File: src/rtl/alu_ctrl_pkg.sv
// Shared encodings for the ALUSystem control sequencer: states, opcodes,
// datapath function/select codes and the control output bundle.
package alu_ctrl_pkg;

  typedef enum logic [2:0] {
    S_INIT    = 3'd0,
    S_FETCH_L = 3'd1,
    S_FETCH_H = 3'd2,
    S_DECODE  = 3'd3,
    S_EXEC    = 3'd4,
    S_HALT    = 3'd5
  } state_t;

  typedef enum logic [3:0] {
    OP_NOP   = 4'h0,
    OP_ADD   = 4'h1,
    OP_SUB   = 4'h2,
    OP_AND   = 4'h3,
    OP_OR    = 4'h4,
    OP_XOR   = 4'h5,
    OP_NOT   = 4'h6,
    OP_LDI   = 4'h7,
    OP_LD    = 4'h8,
    OP_ST    = 4'h9,
    OP_BRA   = 4'hA,
    OP_BEQ   = 4'hB,
    OP_HLT   = 4'hC,
    OP_UND_D = 4'hD,
    OP_UND_E = 4'hE,
    OP_UND_F = 4'hF
  } opcode_t;

  localparam logic [3:0] ALU_PASS_A = 4'h0;
  localparam logic [3:0] ALU_NOT_A  = 4'h2;
  localparam logic [3:0] ALU_ADD    = 4'h4;
  localparam logic [3:0] ALU_SUB    = 4'h6;
  localparam logic [3:0] ALU_AND    = 4'h7;
  localparam logic [3:0] ALU_OR     = 4'h8;
  localparam logic [3:0] ALU_XOR    = 4'h9;

  localparam logic [1:0] FUN_DEC  = 2'b00;
  localparam logic [1:0] FUN_INC  = 2'b01;
  localparam logic [1:0] FUN_LOAD = 2'b10;
  localparam logic [1:0] FUN_CLR  = 2'b11;

  localparam logic [3:0] REG_R1  = 4'b1000;
  localparam logic [3:0] REG_R2  = 4'b0100;
  localparam logic [3:0] REG_R3  = 4'b0010;
  localparam logic [3:0] REG_R4  = 4'b0001;
  localparam logic [3:0] REG_ALL = 4'b1111;

  localparam logic [2:0] OUT_R1 = 3'b100;
  localparam logic [2:0] OUT_R2 = 3'b101;
  localparam logic [2:0] OUT_R3 = 3'b110;
  localparam logic [2:0] OUT_R4 = 3'b111;

  localparam logic [1:0] ARF_SEL_PC = 2'b00;
  localparam logic [1:0] ARF_SEL_AR = 2'b10;
  localparam logic [1:0] ARF_SEL_SP = 2'b11;

  localparam logic [3:0] ARF_EN_PC  = 4'b1000;
  localparam logic [3:0] ARF_EN_AR  = 4'b0100;
  localparam logic [3:0] ARF_EN_SP  = 4'b0010;
  localparam logic [3:0] ARF_EN_ALL = ARF_EN_PC | ARF_EN_AR | ARF_EN_SP;

  localparam logic [1:0] MUX_ALU = 2'b00;
  localparam logic [1:0] MUX_MEM = 2'b01;
  localparam logic [1:0] MUX_IMM = 2'b10;
  localparam logic [1:0] MUX_ARF = 2'b11;

  typedef struct packed {
    logic [2:0] rf_outa_sel;
    logic [2:0] rf_outb_sel;
    logic [1:0] rf_fun_sel;
    logic [3:0] rf_r_sel;
    logic [3:0] rf_t_sel;
    logic [3:0] alu_fun_sel;
    logic [1:0] arf_outa_sel;
    logic [1:0] arf_outb_sel;
    logic [1:0] arf_fun_sel;
    logic [3:0] arf_r_sel;
    logic       ir_lh;
    logic       ir_enable;
    logic [1:0] ir_fun_sel;
    logic       mem_wr;
    logic       mem_cs;
    logic [1:0] mux_a_sel;
    logic [1:0] mux_b_sel;
    logic       mux_c_sel;
  } ctrl_t;

  function automatic logic [3:0] alu_fun(input opcode_t op);
    case (op)
      OP_ADD:  return ALU_ADD;
      OP_SUB:  return ALU_SUB;
      OP_AND:  return ALU_AND;
      OP_OR:   return ALU_OR;
      OP_XOR:  return ALU_XOR;
      OP_NOT:  return ALU_NOT_A;
      default: return ALU_PASS_A;
    endcase
  endfunction

  function automatic logic [3:0] reg_onehot(input logic [1:0] code);
    case (code)
      2'd0:    return REG_R1;
      2'd1:    return REG_R2;
      2'd2:    return REG_R3;
      default: return REG_R4;
    endcase
  endfunction

  function automatic logic [2:0] reg_outsel(input logic [1:0] code);
    return {1'b1, code};
  endfunction

  function automatic logic is_undef(input opcode_t op);
    return (op == OP_UND_D) || (op == OP_UND_E) || (op == OP_UND_F);
  endfunction

endpackage

File: src/rtl/alu_ctrl_decode.sv
// Combinational control decode: (state, IR, Z) -> full ALUSystem control bundle.
// force_idle holds every write enable off, e.g. while Reset is high.
module alu_ctrl_decode
  import alu_ctrl_pkg::*;
(
  input  state_t      state,
  input  logic        force_idle,
  input  logic [15:0] ir,
  input  logic        flag_z,
  output ctrl_t       ctl
);

  opcode_t    op;
  logic [1:0] dst;
  logic [1:0] src1;
  logic [1:0] src2;
  logic       unused_ir_bits;

  assign op   = opcode_t'(ir[15:12]);
  assign dst  = ir[11:10];
  assign src1 = ir[9:8];
  assign src2 = ir[7:6];
  // The immediate reaches the datapath through IR_Out directly.
  assign unused_ir_bits = ^ir[5:0];

  always_comb begin
    ctl        = '0;
    ctl.mem_cs = 1'b1;
    if (!force_idle) begin
      case (state)
        S_INIT: begin
          ctl.rf_fun_sel  = FUN_CLR;
          ctl.rf_r_sel    = REG_ALL;
          ctl.rf_t_sel    = REG_ALL;
          ctl.arf_fun_sel = FUN_CLR;
          ctl.arf_r_sel   = ARF_EN_ALL;
        end
        S_FETCH_L, S_FETCH_H: begin
          ctl.arf_outb_sel = ARF_SEL_PC;
          ctl.mem_cs       = 1'b0;
          ctl.ir_enable    = 1'b1;
          ctl.ir_lh        = (state == S_FETCH_H);
          ctl.ir_fun_sel   = FUN_LOAD;
          ctl.arf_r_sel    = ARF_EN_PC;
          ctl.arf_fun_sel  = FUN_INC;
        end
        S_EXEC: begin
          case (op)
            OP_ADD, OP_SUB, OP_AND, OP_OR, OP_XOR, OP_NOT: begin
              ctl.rf_outa_sel = reg_outsel(src1);
              ctl.rf_outb_sel = reg_outsel(src2);
              ctl.alu_fun_sel = alu_fun(op);
              ctl.mux_a_sel   = MUX_ALU;
              ctl.rf_fun_sel  = FUN_LOAD;
              ctl.rf_r_sel    = reg_onehot(dst);
            end
            OP_LDI: begin
              ctl.mux_a_sel  = MUX_IMM;
              ctl.rf_fun_sel = FUN_LOAD;
              ctl.rf_r_sel   = reg_onehot(dst);
            end
            OP_LD: begin
              ctl.arf_outb_sel = ARF_SEL_AR;
              ctl.mem_cs       = 1'b0;
              ctl.mux_a_sel    = MUX_MEM;
              ctl.rf_fun_sel   = FUN_LOAD;
              ctl.rf_r_sel     = reg_onehot(dst);
            end
            OP_ST: begin
              ctl.arf_outb_sel = ARF_SEL_AR;
              ctl.rf_outa_sel  = reg_outsel(src1);
              ctl.alu_fun_sel  = ALU_PASS_A;
              ctl.mem_cs       = 1'b0;
              ctl.mem_wr       = 1'b1;
            end
            OP_BRA, OP_BEQ: begin
              if (op == OP_BRA || flag_z) begin
                ctl.mux_b_sel   = MUX_IMM;
                ctl.arf_r_sel   = ARF_EN_PC;
                ctl.arf_fun_sel = FUN_LOAD;
              end
            end
            default: ;
          endcase
        end
        default: ;
      endcase
    end
  end

endmodule

File: src/rtl/alu_system_ctrl.sv
// Hardwired fetch/decode/execute sequencer driving every ALUSystem control field.
//   state   | meaning
//   INIT    | clear RF and ARF (PC, AR, SP)
//   FETCH_L | mem[PC] -> IR low byte, PC++
//   FETCH_H | mem[PC] -> IR high byte, PC++
//   DECODE  | idle while IR_Out settles
//   EXEC    | one-cycle execute of the opcode
//   HALT    | absorbing; only Reset leaves
module alu_system_ctrl
  import alu_ctrl_pkg::*;
#(
  parameter logic HALT_ON_UNDEF = 1'b1
) (
  input  logic        Clock,
  input  logic        Reset,
  input  logic [15:0] IR_Out,
  input  logic [3:0]  ALU_ZCNO,
  output logic [2:0]  RF_OutASel,
  output logic [2:0]  RF_OutBSel,
  output logic [1:0]  RF_FunSel,
  output logic [3:0]  RF_RSel,
  output logic [3:0]  RF_TSel,
  output logic [3:0]  ALU_FunSel,
  output logic [1:0]  ARF_OutASel,
  output logic [1:0]  ARF_OutBSel,
  output logic [1:0]  ARF_FunSel,
  output logic [3:0]  ARF_RSel,
  output logic        IR_LH,
  output logic        IR_Enable,
  output logic [1:0]  IR_Funsel,
  output logic        Mem_WR,
  output logic        Mem_CS,
  output logic [1:0]  MuxASel,
  output logic [1:0]  MuxBSel,
  output logic        MuxCSel,
  output logic        Halted,
  output logic [2:0]  State
);

  state_t  state;
  state_t  state_next;
  opcode_t op;
  ctrl_t   ctl;
  logic    unused_flags;

  assign op           = opcode_t'(IR_Out[15:12]);
  assign unused_flags = ^ALU_ZCNO[2:0];

  always_ff @(posedge Clock) begin
    if (Reset) state <= S_INIT;
    else       state <= state_next;
  end

  always_comb begin
    state_next = S_INIT;
    case (state)
      S_INIT:    state_next = S_FETCH_L;
      S_FETCH_L: state_next = S_FETCH_H;
      S_FETCH_H: state_next = S_DECODE;
      S_DECODE:  state_next = S_EXEC;
      S_EXEC: begin
        if (op == OP_HLT || (HALT_ON_UNDEF && is_undef(op))) state_next = S_HALT;
        else                                                  state_next = S_FETCH_L;
      end
      S_HALT:    state_next = S_HALT;
      default:   state_next = S_INIT;
    endcase
  end

  alu_ctrl_decode u_decode (
    .state      (state),
    .force_idle (Reset),
    .ir         (IR_Out),
    .flag_z     (ALU_ZCNO[3]),
    .ctl        (ctl)
  );

  assign RF_OutASel  = ctl.rf_outa_sel;
  assign RF_OutBSel  = ctl.rf_outb_sel;
  assign RF_FunSel   = ctl.rf_fun_sel;
  assign RF_RSel     = ctl.rf_r_sel;
  assign RF_TSel     = ctl.rf_t_sel;
  assign ALU_FunSel  = ctl.alu_fun_sel;
  assign ARF_OutASel = ctl.arf_outa_sel;
  assign ARF_OutBSel = ctl.arf_outb_sel;
  assign ARF_FunSel  = ctl.arf_fun_sel;
  assign ARF_RSel    = ctl.arf_r_sel;
  assign IR_LH       = ctl.ir_lh;
  assign IR_Enable   = ctl.ir_enable;
  assign IR_Funsel   = ctl.ir_fun_sel;
  assign Mem_WR      = ctl.mem_wr;
  assign Mem_CS      = ctl.mem_cs;
  assign MuxASel     = ctl.mux_a_sel;
  assign MuxBSel     = ctl.mux_b_sel;
  assign MuxCSel     = ctl.mux_c_sel;
  assign Halted      = (state == S_HALT);
  assign State       = state;

endmodule

File: config.mk
export PLATFORM = sky130hd
export DESIGN_NAME = alu_system_ctrl
export DESIGN_NICKNAME = d
export VERILOG_FILES = /design/src/rtl/alu_ctrl_pkg.sv /design/src/rtl/alu_ctrl_decode.sv /design/src/rtl/alu_system_ctrl.sv
export SDC_FILE = /design/constraint.sdc
export NUM_CORES = 1
export LEC_CHECK = 0
export ABC_AREA = 0
export CORE_UTILIZATION = 30
export DETAILED_ROUTE_END_ITERATION = 8
export PLACE_DENSITY = 0.86
export SYNTH_ARGS = -nofsm -noshare
export SYNTH_HDL_FRONTEND = slang
export SYNTH_SLANG_ARGS = --single-unit
File: constraint.sdc
create_clock -name Clock -period 4.8 [get_ports Clock]
set_input_delay 1.44 -clock Clock [delete_from_list [all_inputs] [get_ports Clock]]
set_output_delay 1.44 -clock Clock [all_outputs]
set_load 0.05 [all_outputs]
Word-level counts from Yosys, hierarchy flattened. Cells that the tools add are included.

Add/sub/neg operators: 0. $mul: 0. Divide/modulo/power cells: 0. Order comparisons: 0. Equality and inequality tests: 22. Shifts and indexed selects: 0. Muxes and demuxes: 28. Bitwise gates (word level): 0. Reduce and logical (&&, ||, !) cells: 12.

Operator list (number): 4-bit equality test (second input constant) (8); 6-bit 2-to-1 mux (4); 4-bit one-hot mux with 6 select lines (1); 20-bit 2-to-1 mux (1); 4-bit 2-to-1 mux (5); 18-bit 2-to-1 mux (1); 3-bit one-hot mux with 6 select lines (1); 6-bit one-hot mux with 3 select lines (1); 4-bit by 3-bit equality test with 1-bit output (second input constant) (4); 4-bit one-hot mux with 3 select lines (1); 6-bit one-hot mux with 2 select lines (1); 3-bit 2-to-1 mux (3); 4-bit by 2-bit equality test with 1-bit output (second input constant) (2); 2-bit 2-to-1 mux (4); 8-bit OR reduction (1); 7-bit OR reduction (1); 3-bit by 2-bit equality test with 1-bit output (second input constant) (2); 3-bit equality test (second input constant) (2); 2-bit OR reduction (3); 6-bit OR reduction (1); 4-bit by 1-bit equality test with 1-bit output (second input constant) (1); 1-bit logical OR (4); 2-bit one-hot mux with 2 select lines (1); 3-bit by 1-bit equality test with 1-bit output (second input constant) (1); 6 further kinds (8).

Register bits after elaboration: 3. Bits in latches: 0. RAM bits: 0. Memory bits (read-only): 0. Output and inout port bits: 45. Word-level logic and storage cells: 63. Memories: 0.

Longest topological paths before layout.
Word-level depth: 6. Mapped depth: 5. Gate-level depth less buffers: 3.

Hierarchy. From an unflattened synthesis, not the netlist that was laid out.

Cell total of the unflattened synthesis: 79. Area, all modules: 610.6 µm².

Modules (own cells, without submodules): alu_ctrl_decode (instances 1, cells each 67, area each 483.0 µm², seq. area each 0.0 µm²); alu_system_ctrl (instances 1, cells each 12, area each 127.6 µm², seq. area each 60.1 µm²).

Worst setup path before layout. OpenSTA, ideal clock, no wires.

Path kind: input port to output port. Start point: input port Reset. End point: output port ARF_RSel[2]. Arrival time: 3.936 ns. Data required time: 3.360 ns. Slack: -0.576 ns. Cell stages on the path: 3. Path buffers: 2. Path through: clkbuf_1 > nor4_1 > buf_4.

Longest elaborated chain between the ends: 1.

RTL lines: start: declaration (RTL line alu_system_ctrl.sv:15) `input logic Reset,`; 18-bit 2-to-1 mux (RTL line alu_ctrl_decode.sv:29) `if (!force_idle) begin`; end: declaration (RTL line alu_system_ctrl.sv:27) `output logic [3:0] ARF_RSel,`.

No other way between the ends.

Worst setup path after layout.
Start point: input port Reset. End point: output port RF_RSel[1].

Longest elaborated chain between the ends: 1.

RTL lines: 20-bit 2-to-1 mux (RTL line alu_ctrl_decode.sv:29); end: declaration (RTL line alu_system_ctrl.sv:21) `output logic [3:0] RF_RSel,`.

No other way between the ends.

==> impl_metrics.json <==
{
  "root_buffer": "clkbuf_4",
  "worst_slew_pin_slew_ns": 0.600,
  "drt_first_iter_violations": 9,
  "setup_viol_count_final": 0,
  "wl_met3_um": 145,
  "fin_crit_sh_pct": 96.8,
  "p_per_area_mw_per_mm2": 210,
  "wl_per_cell_um": 12.5,
  "core-area_mm2": 0.00180,
  "via_count": 769,
  "hold_violations": 0,
  "synth_top_cell_area_share_pct": 17.4,
  "gp_congestion": 0.605,
  "synth_most_common_cell": "buf_4",
  "antenna_found_initial": 0,
  "maxCapViolCount": 0,
  "die_y_um": 46.9,
  "path_clk_slew_ns": 0.04,
  "slew_headroom_pct": 59.9,
  "synth-seq-cells": 3,
  "vias_per_cell": 4.90,
  "place_ws_ns": 0.120,
  "h-tree-depth": 1,
  "finalMaxSlewViolations": 0,
  "period_minus_slack_ns": 4.65,
  "startpoint": "Reset",
  "synth_top_area_cell": "buf_4",
  "largest_register_ffs": 3,
  "place_inst": 153,
  "yosysSeqAreaShare_pct": 9.94,
  "drive_above_1_share_pct": 43.9,
  "drtPass1Iterations": 4,
  "portBuffers": 50,
  "netlist_instances": 87,
  "cpPeakStageDelay_ns": 0.44,
  "end_kind": "output port",
  "std_cell_rows": 15,
  "outcome": "finished, final reports clean",
  "routed_wl_um": 1970,
  "critPathMaxFanout": 5,
  "setup_tns_ns": 0,
  "syn_area_um2": 604,
  "syn_avg_cell_area_um2": 6.95,
  "hpwl_um": 1690,
  "cts_buffers": 3,
  "clock_latency_ns": 0.25,
  "synth_warnings": 0,
  "grt-ovfl-total": 0,
  "vdd_drop_max_v": 0.000190,
  "synth_edf_count": 0,
  "rsz0062_at_grt": "false",
  "fin_skew_ns": 0.00570,
  "grt_pass1_vias": 727,
  "diodes": 0,
  "reg2reg_depth": 2,
  "setup_slack_ns": 0.153,
  "async_flop_share_pct": 0,
  "cts_hold_buf": 0,
  "start_util_pct": 33.5,
  "synth_commonest_cells": "buf_4, nor2_1, clkbuf_1",
  "crit_path_cell_trace": "clkdlybuf4s50_1 > buf_4 > or3_1 > a211o_1 > a21oi_1 > buf_12",
  "grt_pass1_wl_um": 3130,
  "whs_ns": 0.695,
  "ant_nets": 0,
  "synth_area_leaders": "buf_4, dfxtp_1, nor2_1",
  "die_w_um": 46.9,
  "drc_errors": 0,
  "leakage_nw": 0.594,
  "yosys.cell_types.count": 34,
  "critPathLaunchType": "input port",
  "grt_max_degree": 20,
  "met2_length_um": 1120,
  "reg2reg_to": "State[2]",
  "rrSetupSlack_ns": 3.59,
  "final_nets": 155,
  "syn_to_final_growth_pct": 136,
  "synthFlopType": "dfxtp_1",
  "crit_path_end": "RF_RSel[1]",
  "grt.total_usage_pct": 20.0,
  "cp_slowest_cell": "clkdlybuf4s50_1",
  "critPathArrivalTime_ns": 3.21,
  "wl_met1_um": 657,
  "cts_sinks": 3,
  "top_layer_used": "met4",
  "hp-class": "flip-flop to flip-flop",
  "critPathKind": "input port to output port",
  "ctsLongestPathBuffers": 2,
  "required_ns": 3.36,
  "pin_count": 67,
  "cts_tree": "built",
  "die_area_mm2": 0.00220,
  "fmax_mhz": 215,
  "fin_cells": 157,
  "reg2reg_from": "State[2]"
}
## critical path: cells and delay by family
family | cells | cell delay, ns
AND/OR/NAND/NOR | 1 | 0.35
buffers and inverters | 3 | 0.79
AO/OA/AOI/OAI | 2 | 0.62
## layout make-up
cell class              instances  area (um2)
inverters                       1        3.75
clock buffers                   4        26.3
repair buffers                 59         846
flip-flops and latches          3        60.1
multi-input cells              65         458
well taps                      25        31.3
fillers                       121         377
## kinds of logic after synthesis
logic type | synth area share, %
AND/OR/NAND/NOR | 42.7
buffers and inverters | 26.1
AO/OA/AOI/OAI | 17.8
flip-flops | 9.94
XOR/XNOR | 2.90
other | 0.621
## power breakdown
part	switching, W	internal, W
registers	0.00000797	0.0000274
logic	0.000129	0.0000869
clock network	0.0000170	0.0000314
total	0.000154	0.000146
## cell usage in the layout (no fill, tap or decap), types with 2 or more instances in the layout
cell and n:
and2_2 2, clkbuf_4 3, nor3_2 2, nor2_1 8
clkdlybuf4s50_1 16, and3_1 3, a21oi_1 5, conb_1 7
dfxtp_1 3, buf_12 29, nand2_1 5, nor4_2 3
a211o_1 2, nor2b_1 3, nand2b_1 3, nor4b_1 2
buf_4 14
## layer usage
layer | global-route usage [%] | vias to the layer above
met2 | 39.2 | 42
met3 | 4.23 | 5
met5 | 0 | -
met1 | 20.0 | 350
li1 | - | 372
met4 | 8.57 | 0
## timing repair
action / CTS / global route
setup buffers: 0 / 0
setup endpoints to repair: 0 / 2
resized for setup: 0 / 1
## worst min path at each step
| stage | from | end | slack [ns] | cells after the start |
|---|---|---|---|---|
| 5_1_grt | State[1] | State[2] | 0.73 | 1 |
| 2_1_floorplan | State[1] | State[2] | 0.89 | 2 |
| 3_5_place_dp | State[1] | State[2] | 0.69 | 1 |
| 4_1_cts | State[1] | State[2] | 0.69 | 1 |
| 6_report | State[1] | State[2] | 0.70 | 1 |
| 3_3_place_gp | State[1] | State[2] | 0.66 | 1 |
## stage by stage
stage | area [um2] | utilization (%) | total power (W)
floorplan | 671 | - | 0.000171
global placement | 1390 | 77.4 | 0.000248
detailed placement | 1390 | 77.4 | 0.000252
CTS | 1420 | 78.8 | 0.000301
global route | 1430 | 79.1 | 0.000312
finish | 1430 | 79.1 | 0.000300
No activity file was read; power rests on OpenSTA's default activity.
